$ cat config.mk
export PLATFORM = sky130hd
export DESIGN_NAME = gardner_ted_param
export DESIGN_NICKNAME = d
export VERILOG_FILES = /design/src/rtl/gardner_ted_param.sv
export SDC_FILE = /design/constraint.sdc
export NUM_CORES = 2
export LEC_CHECK = 0
export BUFFER_PORTS_ARGS = -buffer_cell sky130_fd_sc_hd__buf_2
export CAP_MARGIN = 20
export CORE_MARGIN = 5
export CORE_UTILIZATION = 50
export DETAILED_ROUTE_END_ITERATION = 8
export PLACE_DENSITY_LB_ADDON = 0.08
export SLEW_MARGIN = 20
export SYNTH_ARGS = -nofsm -noshare
export SYNTH_HDL_FRONTEND = slang
export SYNTH_SLANG_ARGS = --single-unit
export TNS_END_PERCENT = 10
$ cat constraint.sdc
create_clock -name clk_32M768 -period 8.48 [get_ports clk_32M768]
set_clock_uncertainty 0.2 [all_clocks]
set_input_delay 0.424 -clock clk_32M768 [delete_from_list [all_inputs] [get_ports clk_32M768]]
set_output_delay 0.424 -clock clk_32M768 [all_outputs]
set_load 0.02 [all_outputs]
$ cat src/rtl/gardner_ted_param.sv
// rtl/gardner_ted_param.sv - Gardner timing error detector with parameterised half-symbol delay
//   clk_32M768        rising-edge clock
//   rst               synchronous active-high reset
//   in_valid          qualifies i_in/q_in/mode
//   i_in, q_in        signed WIDTH-bit samples
//   mode              0 = full Gardner, 1 = sign-based Gardner (travels with its sample)
//   err_out           saturated signed timing error, held between updates
//   err_valid         one-cycle strobe, 3 cycles after the triggering sample
//   err_sat           result was clipped (meaningful with err_valid, held otherwise)
module gardner_ted_param #(
    parameter int WIDTH      = 16,
    parameter int HALF_SYM   = 16,
    parameter int DIFF_BITS  = 8,
    parameter int PER_SAMPLE = 0
) (
    input  logic                    clk_32M768,
    input  logic                    rst,
    input  logic                    in_valid,
    input  logic signed [WIDTH-1:0] i_in,
    input  logic signed [WIDTH-1:0] q_in,
    input  logic                    mode,
    output logic signed [WIDTH-1:0] err_out,
    output logic                    err_valid,
    output logic                    err_sat
);

    localparam int DEPTH = 2 * HALF_SYM;
    localparam int PTRW  = $clog2(DEPTH);
    localparam int FILLW = $clog2(DEPTH + 2);
    localparam int SH    = WIDTH + 1 - DIFF_BITS;
    localparam int PW    = WIDTH + DIFF_BITS;
    localparam int SW    = PW + 1;

    localparam logic [PTRW-1:0]  H_P     = PTRW'(HALF_SYM);
    localparam logic [PTRW-1:0]  LAST_P  = PTRW'(DEPTH - 1);
    localparam logic [FILLW-1:0] PRIME_F = FILLW'(DEPTH);
    localparam logic [FILLW-1:0] FULL_F  = FILLW'(DEPTH + 1);
    localparam logic signed [SW-1:0] SAT_MAX = {{(SW-WIDTH+1){1'b0}}, {(WIDTH-1){1'b1}}};
    localparam logic signed [SW-1:0] SAT_MIN = {{(SW-WIDTH+1){1'b1}}, {(WIDTH-1){1'b0}}};

    logic signed [WIDTH-1:0] line_i [DEPTH];
    logic signed [WIDTH-1:0] line_q [DEPTH];

    // The phase counter doubles as the delay-line write pointer: both count
    // valid samples modulo 2H from reset.
    logic [PTRW-1:0]  phase;
    logic [PTRW-1:0]  mid_ptr;
    logic [FILLW-1:0] fill;
    logic             compute;

    logic                        s1_valid, s1_mode;
    logic signed [WIDTH-1:0]     s1_mid_i, s1_mid_q;
    logic signed [DIFF_BITS-1:0] s1_op_i, s1_op_q;
    logic                        s2_valid, s2_mode;
    logic signed [PW-1:0]        s2_p_i, s2_p_q;
    logic signed [SW-1:0]        sum, res;
    logic                        sat_hi, sat_lo;
    logic signed [WIDTH-1:0]     sat_val;

    // Slot at phase still holds x[n-2H] until this sample overwrites it.
    assign mid_ptr = (phase >= H_P) ? phase - H_P : phase + H_P;
    assign compute = in_valid && (fill >= PRIME_F) &&
                     ((PER_SAMPLE != 0) || (phase == LAST_P));

    // Multiplier operand for mid: truncated late-early difference in full
    // mode, or (sgn(late)-sgn(early))/2 in simple mode, so one multiplier
    // serves both modes.
    function automatic logic signed [DIFF_BITS-1:0] mult_operand(
        input logic                    sel_simple,
        input logic signed [WIDTH-1:0] late,
        input logic signed [WIDTH-1:0] early
    );
        logic signed [WIDTH:0]       diff;
        logic signed [1:0]           step;
        logic signed [DIFF_BITS-1:0] step_x;
        logic signed [DIFF_BITS-1:0] diff_x;
        diff = ((WIDTH+1)'(late) - (WIDTH+1)'(early)) >>> SH;
        diff_x = DIFF_BITS'(diff);
        step = 2'sb00;
        if (!late[WIDTH-1] && early[WIDTH-1]) begin
            step = 2'sb01;
        end else if (late[WIDTH-1] && !early[WIDTH-1]) begin
            step = 2'sb11;
        end
        step_x = step;
        mult_operand = sel_simple ? step_x : diff_x;
    endfunction

    always_ff @(posedge clk_32M768) begin
        if (rst) begin
            phase <= '0;
            fill  <= '0;
        end else if (in_valid) begin
            phase <= (phase == LAST_P) ? '0 : phase + PTRW'(1);
            if (fill != FULL_F) begin
                fill <= fill + FILLW'(1);
            end
        end
    end

    always_ff @(posedge clk_32M768) begin
        if (!rst && in_valid) begin
            line_i[phase] <= i_in;
            line_q[phase] <= q_in;
        end
    end

    // Simple-mode sums are already integers; full-mode sums carry DIFF_BITS
    // fractional bits from the product scaling.
    always_comb begin
        sum    = SW'(s2_p_i) + SW'(s2_p_q);
        res    = s2_mode ? sum : (sum >>> DIFF_BITS);
        sat_hi = res > SAT_MAX;
        sat_lo = res < SAT_MIN;
        if (sat_hi) begin
            sat_val = SAT_MAX[WIDTH-1:0];
        end else if (sat_lo) begin
            sat_val = SAT_MIN[WIDTH-1:0];
        end else begin
            sat_val = res[WIDTH-1:0];
        end
    end

    always_ff @(posedge clk_32M768) begin
        if (rst) begin
            s1_valid  <= 1'b0;
            s2_valid  <= 1'b0;
            err_valid <= 1'b0;
            err_out   <= '0;
            err_sat   <= 1'b0;
        end else begin
            s1_valid  <= compute;
            s2_valid  <= s1_valid;
            err_valid <= s2_valid;
            if (compute) begin
                s1_mode  <= mode;
                s1_mid_i <= line_i[mid_ptr];
                s1_mid_q <= line_q[mid_ptr];
                s1_op_i  <= mult_operand(mode, i_in, line_i[phase]);
                s1_op_q  <= mult_operand(mode, q_in, line_q[phase]);
            end
            if (s1_valid) begin
                s2_mode <= s1_mode;
                s2_p_i  <= PW'(s1_mid_i) * PW'(s1_op_i);
                s2_p_q  <= PW'(s1_mid_q) * PW'(s1_op_q);
            end
            if (s2_valid) begin
                err_out <= sat_val;
                err_sat <= sat_hi | sat_lo;
            end
        end
    end

endmodule

==> flow_results.org <==
** Synth
- Yosys mapped a number of flops with a built-in enable equal to 1122.
- Summing the areas of all xor and xnor instances in the mapped netlist gives 1.00% of the synthesized area.
- The synthesized netlist devotes 9.77% of its cell area to adder and majority cells.
- Count of warnings emitted by yosys :: 0
- Syn nets :: 4081
- Largest area contributor in the synthesized netlist :: sky130_fd_sc_hd__edfxtp_1
- Among all flip-flop cells after synthesis, the most frequent one is sky130_fd_sc_hd__edfxtp_1.
- Number of storage elements in the synthesis netlist :: 1158
- Top cells by area in the synthesized netlist :: sky130_fd_sc_hd__edfxtp_1, sky130_fd_sc_hd__mux4_2, sky130_fd_sc_hd__fa_1
- Counting every instance in the synthesized netlist gives 3684.
- By instance count, the leading cell after synthesis is sky130_fd_sc_hd__edfxtp_1.
- Synth cell count leaders :: sky130_fd_sc_hd__edfxtp_1, sky130_fd_sc_hd__mux4_2, sky130_fd_sc_hd__inv_1
- Compound-Gate Fraction of Synth Area :: 4.32%
- The synthesized netlist devotes 5.08% of its cell area to simple gates.
- In this run the biggest area consumer among cell types represents 54.2% of the synthesized area.
- Summing the sequential cell areas from Yosys gives 55.4% of the chip area.
- Async SR Flop Fraction :: 0%
- Count of unique library cells instantiated by Yosys :: 69
- Proportion of synthesized area in mux cells :: 21.4%
- Netlist Area Pre-Place :: 62100 µm²
- A synthesized cell averages 16.9 µm².
- By area, the combinational part of the netlist is dominated by multiplexers.

** Global routing
- The initial antenna violation count was 14.
- GRT Overall Usage :: 27.6%
- Overflow left after global routing :: 0
- Number of global-route vias before repair :: 37700
- The first global-routing pass estimated 262000 µm of wire.
- Largest net degree at the start of global routing :: 80

** STA
- Final TNS setup :: 0 ps
- Final hold vios :: 0
- Maximum operating frequency :: 164 MHz
- The worst path in the final design needs a cycle of 6110 ps, including I/O delays and setup.
- Period utilisation layout :: 72.1%
- At the pin with the least slew margin, the transition time is 1030 ps.
- Setup violations remaining at the end of the flow were counted as 0.
- RSZ-0062 raised after global routing :: false
- The total count of max-transition violations in the final report was 0.
- Headroom to the max-slew limit came out at 31.2%.

** Setup path
- Along the worst path, the maximum fanout reaches 16.
- Worst path slowest cell :: sky130_fd_sc_hd__edfxtp_1
- The worst setup path is captured at a register.
- STA classifies the critical path startpoint as a register.
- Sequence of cells on the critical path :: nand2_1, fa_1, fa_1, inv_1, fa_1, inv_1, fa_1, inv_1, ha_1, inv_1, o21ai_1, a2111oi_0, nor3_1, o21ai_1, a21boi_1, o31ai_1, mux2i_1, a2111oi_0
- At the worst endpoint, the arrival time is 6380 ps.
- Critical Setup Path Class :: register to register
- On the worst path, the slowest cell contributes a delay of 680 ps.
- For the worst setup path, the data required time is 8750 ps.

** Placement
- Count of buffers from port buffering :: 53
- Placed wire-length estimate after detailed placement :: 106000 µm
- In this run the cell area measured after placement is 64600 µm².
- In this run, placement finished with an instance count of 5247.
- Placer congestion estimate :: 0.875

** Floorplan
- Die Wd :: 362 µm
- The initial utilization of the core area, before any placement, comes to 50.2%.
- Die area :: 131000 µm²
- The floorplan step defined a core boundary enclosing 124000 µm².
- I/O pins :: 54
- The floorplan has 129 rows.
- Chip height :: 362 µm

** Final layout
- Compared with the post-synthesis result, the final layout area differs by 10.9%.
- Fraction of layout instances using a drive strength above 1 :: 24.4%
- After routing the design area is 68900 µm².
- In the final design database the tool counted 4166 nets.
- Final standard cell utilization of the core :: 55.7%
- The finished layout holds 5515 standard cells, fillers aside.

** Power
- For this design the static power due to leakage is 0.0228 µW.
- For this design the total switching power over the nets is 2770 µW.
- Internal power :: 9670 µW
- Power Dens Cells :: 181 nW/µm²
- Of the total power, combinational logic draws 7.1%.
- Fraction of power spent switching nets :: 22.3%
- The clock network accounts for 42.1% of the total power.
- VDD sags by at most 0.220 mV.
- Sequential cells burn 50.8% of the power.

** Detailed routing
- The first routing iteration left 4020 violations.
- Via/cell ratio :: 6.54
- Detailed Routing Iterations Pass 1 :: 5
- Post-DRT Antenna Nets :: 0
- Summing over every cut layer, the via total after detailed routing is 36000.
- DRC violation count after routing :: 0
- In the final routed layout, each cell accounts on average for 32.6 µm.
- After detailed routing, the total wire length is 180000 µm.

** Clocking
- The cell sitting at the root of the clock tree is a sky130_fd_sc_hd__clkbuf_16.
- Clock buffer count from CTS :: 121
- Post-CTS setup buffer count :: 0
- The tree built by TritonCTS fans out to 1158 sinks.
- Clk_lat worst skew :: 760 ps
- Cts hold-fix bufs :: 33
- Clock-pin slew was measured on the worst setup and hold paths at 70 ps.
- Count of cells resized by post-cts repair :: 0
- Total number of H-tree levels :: 3
- In this run the deepest clock path goes through 3 buffers.
- CTS tree :: built

** Outcome
- Status :: complete, no violations

** Worst hold path
- Type of the worst min-delay path :: primary input to register

** Flow run
- Total of max-cap violations :: 0
power by group through the flow:
stage | logic (µW) | clock network, µW | registers [µW]
6_report | 889 | 5240 | 6320
3_3_place_gp | 861 | 0 | 6440
3_5_place_dp | 871 | 0 | 6440
4_1_cts | 888 | 5330 | 6320
2_1_floorplan | 595 | 0 | 6420
5_1_grt | 943 | 5570 | 6320
cell families (layout without fill, tap and decap cells):
| family | after synthesis | count (layout) |
|---|---|---|
| flip-flops | 1158 | 1158 |
| multiplexers | 610 | 610 |
| AND/OR/NAND/NOR | 608 | 608 |
| buffers and inverters | 494 | 683 |
| AO/OA/AOI/OAI | 382 | 382 |
| adder cells (fa/ha/maj) | 361 | 361 |
| XOR/XNOR | 71 | 71 |
| other | 0 | 5 |
per-stage QoR:
step           total power [µW]  setup WS, ps  hold WS (ps)
2_1_floorplan              7010          3040           200
3_3_place_gp               7300          2580           210
3_5_place_dp               7310          2440           209
4_1_cts                   12500          2380          4.44
5_1_grt                   12800          1990          42.7
6_report                  12400          2370          43.9
flip-flops by register name (all words and copies together), names as in the netlist, 16 cells and up, named ones only:
register,flops
s2_p_q,24
line_i,512
s1_mid_i,16
line_q,512
err_out,16
s2_p_i,24
s1_mid_q,16
worst paths after layout:
kind / start / endpoint / slack (ps) / cells after the start
setup reg to reg: s1_op_i[2]$_DFFE_PP_ / s2_p_i[23]$_DFFE_PP_ / 2370 / 18
hold / removal: rst / fill[1]$_SDFFE_PP0P_ / 40 / 3
setup / recovery: s1_op_i[2]$_DFFE_PP_ / s2_p_i[23]$_DFFE_PP_ / 2370 / 18
hold reg to reg: s1_mode$_DFFE_PP_ / s2_mode$_DFFE_PP_ / 220 / 0
metal layers:
metal,track usage (%),wire [µm],vias to the layer above
met2,47.1,91100,1631
li1,-,-,14800
met4,7.69,5870,4
met1,36.3,68100,19300
met5,0,26,-
met3,5.63,14900,342
critical path, delay by kind of cell, from the launching register on:
family / cells / cell delay (ps)
adder cells (fa/ha/maj): 5 / 2350
AO/OA/AOI/OAI: 6 / 1900
buffers and inverters: 4 / 210
flip-flops: 1 / 680
AND/OR/NAND/NOR: 2 / 350
multiplexers: 1 / 130
cell type report:
type,count,area [µm²]
fill,9586,54800
clock buffer,154,3240
clock inverter,73,693
inverter,295,1110
multi-input combinational,2032,26100
tap,1637,2050
timing repair buffer,161,1230
sequential,1158,34400
antenna,5,12.5
cell usage in the layout (no fill, tap or decap), types with 28 or more instances in the layout:
cell                               n
sky130_fd_sc_hd__mux2i_1          36
sky130_fd_sc_hd__nor3_1           28
sky130_fd_sc_hd__mux4_2          574
sky130_fd_sc_hd__edfxtp_1       1122
sky130_fd_sc_hd__a22oi_1         130
sky130_fd_sc_hd__buf_2            53
sky130_fd_sc_hd__clkinv_1         29
sky130_fd_sc_hd__ha_1            154
sky130_fd_sc_hd__dfxtp_1          29
sky130_fd_sc_hd__xnor2_1          53
sky130_fd_sc_hd__clkbuf_1         28
sky130_fd_sc_hd__nor2_1          110
sky130_fd_sc_hd__clkbuf_16       124
sky130_fd_sc_hd__fa_1            207
sky130_fd_sc_hd__and2_1          186
sky130_fd_sc_hd__dlygate4sd3_1    33
sky130_fd_sc_hd__nor2_4           33
sky130_fd_sc_hd__o21ai_0          68
sky130_fd_sc_hd__nand4_1          45
sky130_fd_sc_hd__inv_1           295
sky130_fd_sc_hd__nand2_1         110
sky130_fd_sc_hd__buf_4            69
sky130_fd_sc_hd__a21oi_1          49
(Power assumes the default switching activity.)
